**src/rtl/matrix_column_scanner.sv**
```systemverilog
`default_nettype none
// ============================================================================
// Module      : matrix_column_scanner
// Description : Time-multiplexed LED dot-matrix column scanner with a
//               double-buffered frame, programmable dwell and blanking gap.
//               Active-low row and column-select drive, all outputs registered.
// Revision    : 1.0 - initial release
// ============================================================================
module matrix_column_scanner #(
  parameter int COLUNE_SIZE   = 7,
  parameter int TOTAL_COLUNES = 5,
  parameter int DATA_WIDTH    = COLUNE_SIZE * TOTAL_COLUNES,
  parameter int DIV_WIDTH     = 16,
  parameter int BLANK_CYCLES  = 1
) (
  input  logic                     clock,
  input  logic                     reset,
  input  logic                     enable,
  input  logic                     load,
  input  logic [DATA_WIDTH-1:0]    frame_data,
  input  logic [DIV_WIDTH-1:0]     div_value,
  output logic [COLUNE_SIZE-1:0]   row_out,
  output logic [TOTAL_COLUNES-1:0] col_sel,
  output logic                     frame_start,
  output logic                     pending
);

  localparam int IDX_W   = (TOTAL_COLUNES < 2) ? 1 : $clog2(TOTAL_COLUNES);
  localparam int BLANK_W = (BLANK_CYCLES < 2) ? 1 : $clog2(BLANK_CYCLES + 1);
  localparam logic [IDX_W-1:0] LAST_IDX = IDX_W'(TOTAL_COLUNES - 1);

  typedef enum logic [1:0] {
    IDLE  = 2'd0,
    SHOW  = 2'd1,
    BLANK = 2'd2
  } state_t;

  state_t                  state, state_n;
  logic [IDX_W-1:0]        idx, idx_n;
  logic [DIV_WIDTH-1:0]    dwell, dwell_n;
  logic [BLANK_W-1:0]      bcnt, bcnt_n;
  logic                    enter_col0;

  logic [DATA_WIDTH-1:0]   active, shadow;
  logic [DATA_WIDTH-1:0]   active_n;
  logic                    swap;

  logic [DIV_WIDTH-1:0]    dwell_load;
  logic                    wrap;
  logic [IDX_W-1:0]        idx_inc;

  // A zero dwell request is stretched to one cycle so every column is shown.
  assign dwell_load = (div_value == '0) ? DIV_WIDTH'(1) : div_value;
  assign wrap       = (idx == LAST_IDX);
  assign idx_inc    = wrap ? '0 : idx + IDX_W'(1);

  // The swap happens only on the edge that starts column 0 of a new frame.
  assign swap     = enter_col0 && pending;
  assign active_n = swap ? shadow : active;

  // Next-state logic: scan sequencing, dwell and blank counting.
  always_comb begin
    state_n    = state;
    idx_n      = idx;
    dwell_n    = dwell;
    bcnt_n     = bcnt;
    enter_col0 = 1'b0;
    if (!enable) begin
      state_n = IDLE;
      idx_n   = '0;
      dwell_n = '0;
      bcnt_n  = '0;
    end else begin
      case (state)
        IDLE: begin
          state_n    = SHOW;
          idx_n      = '0;
          dwell_n    = dwell_load;
          enter_col0 = 1'b1;
        end
        SHOW: begin
          if (dwell <= DIV_WIDTH'(1)) begin
            if (BLANK_CYCLES > 0) begin
              state_n = BLANK;
              dwell_n = '0;
              bcnt_n  = BLANK_W'(BLANK_CYCLES);
            end else begin
              state_n    = SHOW;
              idx_n      = idx_inc;
              dwell_n    = dwell_load;
              enter_col0 = wrap;
            end
          end else begin
            dwell_n = dwell - DIV_WIDTH'(1);
          end
        end
        BLANK: begin
          if (bcnt <= BLANK_W'(1)) begin
            state_n    = SHOW;
            idx_n      = idx_inc;
            dwell_n    = dwell_load;
            bcnt_n     = '0;
            enter_col0 = wrap;
          end else begin
            bcnt_n = bcnt - BLANK_W'(1);
          end
        end
        default: begin
          state_n = IDLE;
          idx_n   = '0;
          dwell_n = '0;
          bcnt_n  = '0;
        end
      endcase
    end
  end

  // Scan state register.
  always_ff @(posedge clock or posedge reset) begin
    if (reset) begin
      state <= IDLE;
      idx   <= '0;
      dwell <= '0;
      bcnt  <= '0;
    end else begin
      state <= state_n;
      idx   <= idx_n;
      dwell <= dwell_n;
      bcnt  <= bcnt_n;
    end
  end

  // Double buffer: a load arriving on the swap edge lands in shadow and stays pending.
  always_ff @(posedge clock or posedge reset) begin
    if (reset) begin
      active  <= '0;
      shadow  <= '0;
      pending <= 1'b0;
    end else begin
      active <= active_n;
      if (load) begin
        shadow  <= frame_data;
        pending <= 1'b1;
      end else if (swap) begin
        pending <= 1'b0;
      end
    end
  end

  // Registered pin drive derived from the next scan state, so rows and column
  // select always change together and never overlap.
  always_ff @(posedge clock or posedge reset) begin
    if (reset) begin
      row_out     <= '1;
      col_sel     <= '1;
      frame_start <= 1'b0;
    end else begin
      frame_start <= enter_col0;
      if (state_n == SHOW) begin
        row_out <= ~active_n[idx_n*COLUNE_SIZE +: COLUNE_SIZE];
        col_sel <= ~(TOTAL_COLUNES'(1) << idx_n);
      end else begin
        row_out <= '1;
        col_sel <= '1;
      end
    end
  end

endmodule
`default_nettype wire

```
**config.mk**
```make
export PLATFORM = sky130hd
export DESIGN_NAME = matrix_column_scanner
export DESIGN_NICKNAME = d
export VERILOG_FILES = /design/src/rtl/matrix_column_scanner.sv
export SDC_FILE = /design/constraint.sdc
export NUM_CORES = 1
export LEC_CHECK = 0
export ABC_CLOCK_PERIOD_IN_PS = 3210
export BUFFER_PORTS_ARGS = -buffer_cell sky130_fd_sc_hd__buf_2
export CELL_PAD_IN_SITES_DETAIL_PLACEMENT = 1
export CELL_PAD_IN_SITES_GLOBAL_PLACEMENT = 2
export CORE_ASPECT_RATIO = 1.25
export CORE_MARGIN = 2
export CORE_UTILIZATION = 35
export DETAILED_ROUTE_END_ITERATION = 12
export GPL_TIMING_DRIVEN = 0
export PLACE_DENSITY_LB_ADDON = 0.08
export SYNTH_ARGS = -nofsm -noshare
export SYNTH_HDL_FRONTEND = slang
export SYNTH_SLANG_ARGS = --single-unit
```
**constraint.sdc**
```tcl
create_clock -name clock -period 3.21 [get_ports clock]
set_clock_uncertainty 0.2 [all_clocks]
set_input_delay 0.4815 -clock clock [delete_from_list [all_inputs] [get_ports clock]]
set_output_delay 0.4815 -clock clock [all_outputs]
set_load 0.05 [all_outputs]
```
After elaboration in Yosys (flattened, before gate mapping)

Cells that the tools add are included.

Register bits: 106
Output and inout bits: 14
Logic and storage cells: 57

$add $sub $neg: 3
Multipliers: 1
Magnitude comparators: 2
Equal/unequal tests: 7
Shifts and indexed selects: 2
Mux-type cells: 25
Bitwise gates (word level): 2
Reductions and logical operators: 5

Operators by type and width:

| operator              | number |
|---|---|
| $mux 16               | 4 |
| $pmux 16 s3           | 1 |
| $mux 35               | 1 |
| $shiftx 35x7->7       | 1 |
| $le 16x1->1 const B   | 1 |
| $logic_not 16->1      | 1 |
| $sub 16x1->16 const B | 1 |
| $mux 3                | 3 |
| $mux 1                | 7 |
| $mux 7                | 1 |
| $not 7->7             | 1 |
| $mul 3x3->6 const B   | 1 |
| $mux 2                | 3 |
| $ne 3x3->1 const B    | 2 |
| $pmux 2 s3            | 1 |
| $pmux 3 s2            | 1 |
| $mux 5                | 1 |
| $not 5->5             | 1 |
| $shl 1x3->5 const A   | 1 |
| $eq 2x1->1 const B    | 2 |
| $add 3x1->3 const B   | 1 |
| $eq 3x3->1 const B    | 1 |
| $pmux 1 s3            | 1 |
| $eq 2x2->1 const B    | 1 |
| other kinds (8)       | 8 |

Longest topological paths before layout

Gate-level depths: netlist of run 1.

Word-level depth: 9
Depth in mapped cells: 10
Gate-level depth less buffers: 8

Worst setup path before layout of run 1

No wires, ideal clock.

Path type: register to register
Start point: reg dwell[10]
End point: reg row_out[0]
Library setup time: 77 ps
Data arrival time: 2251 ps
Setup slack: 682 ps
Cell stages (with the launch flop): 8
Period minus slack after synthesis: 2528 ps
Path through: dfrtp_1 -> or4_4 -> or4_4 -> buf_6 -> o31ai_4 -> a211oi_2 -> buf_6 -> a31oi_1

Longest elaborated chain between the ends: 6

Ends and longest elaborated chain:

| what                     | line | text |
|---|---|---|
| start: declaration       | 40   | `logic [DIV_WIDTH-1:0] dwell, dwell_n;` |
| start signal: assignment | 128  | `dwell <= dwell_n;` |
| $le 16x1->1              | 82   | `if (dwell <= DIV_WIDTH'(1)) begin` |
| $mux 2                   | 82   |  |
| $pmux 2 s3               | 74   | `case (state)` |
| $mux 2                   | 68   | `if (!enable) begin` |
| $eq 2x1->1               | 159  | `if (state_n == SHOW) begin` |
| $mux 7                   | 159  |  |
| end signal: assignment   | 160  | `row_out <= ~active_n[idx_n*COLUNE_SIZE +: COLUNE_SIZE];` |
| end: declaration         | 22   | `output logic [COLUNE_SIZE-1:0] row_out,` |

No other way between the ends.
A chain may end at the register's enable or synchronous reset.

Final worst setup path of run 1

Start point: reg state[0]
End point: reg row_out[2]

Longest elaborated chain between the ends: 8

Ends and longest elaborated chain:

| what                                                                | line | text |
|---|---|---|
| start: declaration                                                  | 38   | `state_t state, state_n;` |
| start signal: assignment                                            | 126  | `state <= state_n;` |
| parallel branches: the longest is 7 deep, another holds $mul 3x3->6 | -    |  |
| $mux 7 *                                                            | 159  |  |

Every way passes the cells marked *.

==> results of run 1 <==
==> state kept, by name (all words and copies together), names as in the netlist <==
register and flops:
active 35, col_sel 5, dwell 16, frame_start 1, idx 3, pending 1
row_out 7, shadow 35, state 2
==> where the power goes <==
part | internal, mW | leakage (nW) | total (mW) | switching [mW]
logic | 0.324 | 1.17 | 0.713 | 0.390
clock network | 0.561 | 0.142 | 1.08 | 0.523
registers | 1.55 | 1.25 | 1.68 | 0.130
==> cells by family after synthesis <==
group,count (synthesis)
buf+inv,38
compound gates,71
mux,98
xor+xnor,9
flops,105
fa+ha+maj,8
simple gates,73
==> worst max-delay path: stages, from the launching register on <==
cell and delay [ps]:
dfrtp_1 420, inv_1 80, ha_1 270, a31o_2 250
and3_1 260, nor3_1 890, a22oi_1 280, a31oi_1 290
==> layout by cell type (no fill, tap or decap), types with 8 or more instances in the layout <==
cell / synthesis / routed
inv_1: 19 / 18
buf_2: 3 / 68
a22oi_1: 27 / 27
ha_1: 8 / 8
clkbuf_16: 0 / 9
mux2i_1: 35 / 35
nor2_1: 21 / 21
dfrtp_1: 93 / 93
dfstp_2: 12 / 12
clkbuf_1: 8 / 9
nand2_1: 14 / 13
mux2_2: 63 / 63
==> timing repair <==
action | in CTS | in global routing
pin swaps | 0 | 0
endpoints found under the setup margin | 7 | 7
gates resized for setup | 1 | 4
==> routing by layer <==
| metal | share of wire | vias to the layer above | track usage |
|---|---|---|---|
| met4 | 0.015 | 0 | 0.05625 |
| met1 | 0.42 | 1807 | 0.2312 |
| met2 | 0.54 | 53 | 0.3367 |
| met3 | 0.025 | 12 | 0.03381 |
| li1 | - | 1628 | - |
| met5 | 0 | - | 0 |
==> per-stage QoR <==
stage | util | TNS (ps) | power, mW
floorplan | - | 0 | 2.203
global placement | 0.3986 | -118.9 | 2.392
detailed placement | 0.4014 | -123.1 | 2.426
CTS | 0.4224 | 0 | 3.530
global route | 0.4235 | 0 | 3.689
finish | 0.4235 | 0 | 3.474
==> area by class of cell <==
cell class / instances / area, um^2 / share of cell area
well taps: 175 / 219.0 / 0.03743
flip-flops and latches: 105 / 2643 / 0.4518
plain buffers: 18 / 91.34 / 0.01561
clock buffers: 11 / 242.7 / 0.04150
multi-input cells: 259 / 2156 / 0.3686
clock inverters: 5 / 43.79 / 0.007487
inverters: 20 / 78.83 / 0.01348
repair buffers: 69 / 375.4 / 0.06417
==> worst max path at each step <==
stage / startpoint / end / depth (start not counted)
after global placement: state[0] / row_out[3] / 10
after floorplan: dwell[10] / row_out[0] / 7
after global routing: state[0] / row_out[3] / 7
final: state[0] / row_out[2] / 7
after detailed placement: state[0] / row_out[3] / 10
after CTS: state[0] / row_out[3] / 7
==> flow_summary.ini, run 1 <==
[die]
dieArea_um2 = 15110
pin_count = 69
die_y_um = 136.9
rows = 48
die_w_um = 110.3
initial_core_util = 0.3582
core_area_um2 = 13810

[route]
drtPass1Iterations = 4
routedWlPerCell_um = 19.57
drt-initial-drc-count = 133
viasPerCell = 5.287
drt_wl_total_um = 12960
vias = 3500
drc = 0
ant_nets = 0

[yosys]
async_reset_ff_frac = 1.000
synth_most_common_cell = dfrtp_1
ys_ff_latch = 105
synthMuxAreaShare = 0.2142
synth_xor_area_frac = 0.01593
synth_edf_count = 0
synthTopCellsByCount = dfrtp_1 (93), mux2_2 (63), mux2i_1 (35)
synth_compound_area_frac = 0.1072
synth_area_um2 = 4947
yosys-top-cells-area = dfrtp_1 (47%), mux2_2 (14%), mux2i_1 (7.1%)
yosysWarnings = 0
syn_inst = 402
syn_nets = 465
ys_seq_area_frac = 0.5341
synth_top_family_by_area = multiplexers
avgSynthCellArea_um2 = 12.31
yosys.area_share.simple = 0.07562
synth-adder-area-share = 0.02023
synth_ff_type = dfrtp_1
synth.top_cell.area_share = 0.4704
synth_cell_type_count = 49
synth_top_cell_by_area = dfrtp_1

[power_and_ir_drop]
ir_drop_mv = 0.2568
p_per_area_nw_per_um2 = 593.9
p_leak_nw = 2.557

[status]
status = finished clean

[timing]
timing.hold.ws_ps = 105.4
drv_slew = 0
final.min_clock_period_ps = 3029
setup_viol = 0
hold_viol_final = 0
maxSlewHeadroom = 0.2823
rsz0062_at_grt = no
timing.final.crit_share = 0.9437
worst_pin_slew_ps = 1068
fmax_ghz = 0.3301
worst_slack_ps = 180.9

[min_path]
hold_path.class = in2async

[final_layout]
syn_to_final_growth_pct = 18.23
fin_cells = 662
layout-drive-gt1-share = 0.3676
final_area_um2 = 5849
fillers = 1498
antenna_cells = 0
nNetsFinal = 545

[placement]
dp_hpwl_um = 9595
detailed_place.area_um2 = 5545
dp_cells = 646
io_buffers = 67
gp_congestion = 0.7976
place_ws_ps = -48.14

[clocking]
holdBufCountCts = 0
cts_tree = yes
clkLatencyLatePin_ps = 350
cts-htree-levels = 3
cts_setup_buffers = 0
clk_pin_slew_worst_paths_ps = 70
cts_buffers = 9
cts_root_buf = clkbuf_16
numClockSinks = 105
max-clock-path-buffers = 2

[run]
cap_viol_max_count = 0

[critical_path]
rrSetupSlack_ps = 180
reg2reg_from = state[0]
cp.arrival_ps = 3090
end_kind = register
path_max_fanout = 7
worstPathRequired_ps = 3270
crit_path_start_kind = register
reg2reg_depth = 7
r2r_end = row_out[2]
worstSetupPathType = reg2reg

[grt]
grt_pass1_wl_um = 21120
grt_usage = 0.1893
gr-total-overflow = 0
grt_pass1_vias = 3857
antenna_found_initial = 0
grt_max_degree = 38
No activity file was read; power rests on OpenSTA's default activity.
==> inputs of run 2 (changes only) <==
--- a/config.mk
+++ b/config.mk
@@ -10,11 +10,12 @@
 export CELL_PAD_IN_SITES_DETAIL_PLACEMENT = 1
 export CELL_PAD_IN_SITES_GLOBAL_PLACEMENT = 2
 export CORE_ASPECT_RATIO = 1.25
-export CORE_MARGIN = 2
+export CORE_MARGIN = 4
 export CORE_UTILIZATION = 35
 export DETAILED_ROUTE_END_ITERATION = 12
 export GPL_TIMING_DRIVEN = 0
 export PLACE_DENSITY_LB_ADDON = 0.08
+export REMOVE_ABC_BUFFERS = 1
 export SYNTH_ARGS = -nofsm -noshare
 export SYNTH_HDL_FRONTEND = slang
 export SYNTH_SLANG_ARGS = --single-unit
==> run 2 against run 1 <==
  * Power grew 2.2%
  * Final area shrank 0.41%
  * Largest power group unchanged
  * Sequential cell count is the same
  * Global-route usage shrank 3.3 points
  * Critical path depth grew 1
  * Critical path type unchanged
==> flow_summary.ini, run 2 (synthesized netlist as in run 1, its figures left out) <==
[power_and_ir_drop]
p_per_area_nw_per_um2 = 609.4
ir_drop_mv = 0.2792
p_total_mw = 3.550
p_leak_nw = 2.533

[grt]
grt_pass1_vias = 3703
grt_max_degree = 72
grt_usage = 0.1561
grt_pass1_wl_um = 19460
gr-total-overflow = 0
antenna_found_initial = 0

[placement]
io_buffers = 68
place_ws_ps = -408.7
dp_cells = 628
gp_congestion = 0.7263
dp_hpwl_um = 8490

[die]
die_w_um = 114.3
die_y_um = 140.9
pin_count = 69
initial_core_util = 0.3582
core_area_um2 = 13810
rows = 48
dieArea_um2 = 16110

[route]
routedWlPerCell_um = 18.43
drtPass1Iterations = 4
drt_wl_total_um = 11890
drt-initial-drc-count = 129
ant_nets = 0
drc = 0
vias = 3400
viasPerCell = 5.271

[final_layout]
nNetsFinal = 528
fin_cells = 645
reg_top3 = active (35), shadow (35), dwell (16)
antenna_cells = 0
syn_to_final_growth_pct = 17.75
layout-drive-gt1-share = 0.3723
final_common_cell = dfrtp_1
mostFrequentLayoutCells = dfrtp_1 (93), buf_2 (68), mux2_2 (63)

[critical_path]
worstSetupPathType = reg2reg
path_max_fanout = 24
crit_family = simple AND/OR/NAND/NOR gates
cp_slowest_stage_delay_ps = 460
cp_cell_sequence = inv_1 > ha_1 > and2_1 > nand2_1 > inv_6 > mux2i_1 > a22oi_1 > a31oi_1
cp.arrival_ps = 2960
end_kind = register
cpMaxStageDelayCell = nand2_1
critPathBufInv = 2
crit_path_start_kind = register
worstPathRequired_ps = 3280

[clocking]
cts_buffers = 9
clkLatencyLatePin_ps = 350
max-clock-path-buffers = 2
clk_pin_slew_worst_paths_ps = 70
cts-htree-levels = 3
numClockSinks = 105
cts_setup_buffers = 0
cts_root_buf = clkbuf_16
cts_tree = yes

[timing]
maxSlewHeadroom = 0.4240
timing.final.crit_share = 0.9007
worst_slack_ps = 318.6
worst_pin_slew_ps = 864.0
final.min_clock_period_ps = 2891
drv_slew = 0
fmax_ghz = 0.3459
fin_tns_setup_ps = 0
hold_viol_final = 0
rsz0062_at_grt = no
setup_viol = 0

[min_path]
hold_path.class = in2reg

[run]
cap_viol_max_count = 0

[status]
status = finished clean
==> run 2: power by group <==
group	internal [mW]	total, mW	leakage, nW	switching (mW)
Clock	0.693	1.19	0.152	0.496
Combinational	0.313	0.688	1.13	0.375
Sequential	1.55	1.67	1.25	0.126
==> run 2: through the flow <==
step | area, um^2 | utilization | hold slack (ps)
final | 5826 | 0.4217 | 154.0
after global placement | 5420 | 0.3924 | 268.6
after floorplan | 4861 | - | 250.5
after detailed placement | 5455 | 0.3949 | 280.0
after CTS | 5806 | 0.4203 | 145.4
after global routing | 5826 | 0.4217 | 149.4
==> run 2: layout make-up <==
cell class | instances | area [um^2]
Clock buffer | 11 | 232.7
Sequential cell | 105 | 2643
Timing Repair Buffer | 70 | 377.9
Tap cell | 175 | 219.0
Multi-Input combinational cell | 259 | 2183
Clock inverter | 5 | 87.58
Fill cell | 1486 | 7988
Inverter | 20 | 82.58
==> run 2: per-layer routing <==
metal	GRT usage	up-vias	wire, um
li1	-	1597	-
met1	0.1883	1726	5002
met2	0.2736	63	6235
met3	0.02662	14	410
met4	0.06379	0	238
met5	0	-	0
==> run 2: worst paths after layout <==
kind	start	to	slack, ps	depth (start not counted)
setup reg to reg	state[0]	row_out[0]	320	8
setup / recovery	state[0]	row_out[0]	320	8
hold / removal	frame_data[24]	shadow[24]	150	2
hold reg to reg	active[31]	active[31]	290	2
max in group asynchronous	reset	row_out[3]	1540	4
min in group asynchronous	reset	dwell[5]	510	3
==> run 2: timing repair <==
| item | 4_1_cts | 5_1_grt |
|---|---|---|
| resized for setup | 4 | 5 |
| hold buffers | 1 | 0 |
| endpoints found under the setup margin | 7 | 6 |
| gates cloned | 0 | 0 |
| hold endpoints to repair | 32 | 0 |
==> inputs of run 3 (changes only) <==
--- a/config.mk
+++ b/config.mk
@@ -5,13 +5,13 @@
 export SDC_FILE = /design/constraint.sdc
 export NUM_CORES = 1
 export LEC_CHECK = 0
-export ABC_CLOCK_PERIOD_IN_PS = 3210
+export ABC_CLOCK_PERIOD_IN_PS = 3300
 export BUFFER_PORTS_ARGS = -buffer_cell sky130_fd_sc_hd__buf_2
 export CELL_PAD_IN_SITES_DETAIL_PLACEMENT = 1
 export CELL_PAD_IN_SITES_GLOBAL_PLACEMENT = 2
 export CORE_ASPECT_RATIO = 1.25
 export CORE_MARGIN = 4
-export CORE_UTILIZATION = 35
+export CORE_UTILIZATION = 39
 export DETAILED_ROUTE_END_ITERATION = 12
 export GPL_TIMING_DRIVEN = 0
 export PLACE_DENSITY_LB_ADDON = 0.08
==> constraint.sdc (replaced) <==
create_clock -name clock -period 3.3 [get_ports clock]
set_clock_uncertainty 0.2 [all_clocks]
set_input_delay 0.495 -clock clock [delete_from_list [all_inputs] [get_ports clock]]
set_output_delay 0.495 -clock clock [all_outputs]
set_load 0.05 [all_outputs]
==> run 3 against run 2 <==
  * Clock power decreased by 18%
  * Final cell count fell by 2.0%
  * Via count decreased by 0.21%
  * Global-route usage up 1.4 points
  * First-iteration DRC count shrank 21%
  * Final area down 1.7%
  * Sequential power decreased by 2%
  * Register-to-register slack got worse by 90 ps
  * Critical path depth is the same
  * Count of clock-buffer cells in the layout grew 2
  * Core utilization rose by 4.5 points
==> flow_summary.ini, run 3 (synthesized netlist as in run 1, its figures left out) <==
[status]
status = finished clean

[die]
pin_count = 69
die_y_um = 133.9
die_w_um = 108.7
core_area_um2 = 12270
dieArea_um2 = 14560
rows = 45
initial_core_util = 0.4031

[clocking]
clkLatencyLatePin_ps = 350
clk_pin_slew_worst_paths_ps = 60
cts_buffers = 9
cts_setup_buffers = 0
numClockSinks = 105
cts-htree-levels = 3
max-clock-path-buffers = 2
cts_tree = yes
cts_root_buf = clkbuf_16

[final_layout]
nNetsFinal = 527
final_common_cell = dfrtp_1
layout-drive-gt1-share = 0.3697
mostFrequentLayoutCells = dfrtp_1 (93), buf_2 (68), mux2_2 (63)
multi_input_area_um2 = 2168
fillers = 1362
syn_to_final_growth_pct = 15.78
reg_top3 = active (35), shadow (35), dwell (16)
fin_cells = 632
utilization = 0.4667
antenna_cells = 0
regArea_um2 = 2643

[grt]
top_usage_layer = met2
grt_usage = 0.1704
grt_use_met2 = 0.3045
gr-total-overflow = 0
antenna_found_initial = 0
grt_use_met1 = 0.2053
grt_max_degree = 62
grt_util_met3 = 0.02552
grt_pass1_vias = 3721
grt_pass1_wl_um = 19110

[critical_path]
crit_path_start_kind = register
worstSetupPathType = reg2reg
end_kind = register
cp.arrival_ps = 3100
worstPathRequired_ps = 3320
path_max_fanout = 24

[route]
routedWlPerCell_um = 18.34
drt_wl_total_um = 11590
drt-initial-drc-count = 102
drc = 0
ant_nets = 0
drtPass1Iterations = 4
viasPerCell = 5.369
vias = 3393

[timing]
timing.hold.ws_ps = 92.67
maxSlewHeadroom = 0.4136
final.min_clock_period_ps = 3075
timing.final.crit_share = 0.9320
hold_viol_final = 0
rsz0062_at_grt = no
fmax_ghz = 0.3252
drv_slew = 0
worst_slack_ps = 224.5
worst_pin_slew_ps = 877.9
setup_viol = 0

[placement]
dp_cells = 617
dp_hpwl_um = 8265
io_buffers = 68
gp_congestion = 0.7846
place_ws_ps = -242.8

[min_path]
hold_path.class = in2async

[power_and_ir_drop]
p_leak_nw = 2.502
ir_drop_mv = 0.3178
p_per_area_nw_per_um2 = 572.0

[run]
cap_viol_max_count = 0
## run 3: area by class of cell
cell class / count / share of cell area
Clock buffer: 13 / 0.04369
Clock inverter: 2 / 0.002840
Inverter: 20 / 0.01354
Multi-Input combinational cell: 259 / 0.3785
Sequential cell: 105 / 0.4613
Tap cell: 164 / 0.03582
Timing Repair Buffer: 69 / 0.06422
## run 3: where the power goes
part           internal, mW  switching, mW  leakage, nW
clock network         0.530          0.445        0.126
registers              1.51          0.124         1.25
logic                 0.304          0.368         1.13
total                  2.34          0.936         2.50
## run 3: per-layer routing
metal / up-vias / share of wire
met5: - / 0
met4: 0 / 0.019
met3: 17 / 0.028
met2: 56 / 0.53
met1: 1725 / 0.42
li1: 1595 / -
## run 3: metrics by stage
step | total power [mW] | setup TNS, ps | instance area [um^2]
after floorplan | 2.122 | -12620 | 4861
after global placement | 2.298 | -142000 | 5406
after detailed placement | 2.334 | -1145 | 5441
after CTS | 3.335 | 0 | 5723
after global routing | 3.477 | 0 | 5728
final | 3.276 | 0 | 5728
## run 3: worst paths after layout
| check | startpoint | end | slack [ps] | depth (start not counted) |
|---|---|---|---|---|
| worst max register to register | state[1] | row_out[5] | 220 | 8 |
| worst min register to register | active[34] | active[34] | 290 | 2 |
| worst min-delay path | reset | active[13] | 90 | 2 |
| worst max-delay path | state[1] | row_out[5] | 220 | 8 |
| min in group clock | frame_data[8] | shadow[8] | 180 | 2 |
| max in group asynchronous | reset | row_out[5] | 2070 | 3 |
## run 3: repair_timing
action                                 CTS  global route
gates resized for setup                  3             1
setup endpoints to repair                7             5
hold buffers                             0             0
endpoints found under the hold margin    0             0
## run 3: critical path: stages, from the launching register on
cell and delay, ps:
dfrtp_1 380, inv_1 100, ha_1 290, and2_1 230, nand2_1 400, inv_2 650
mux2i_1 170, a22oi_1 360, a31oi_1 160
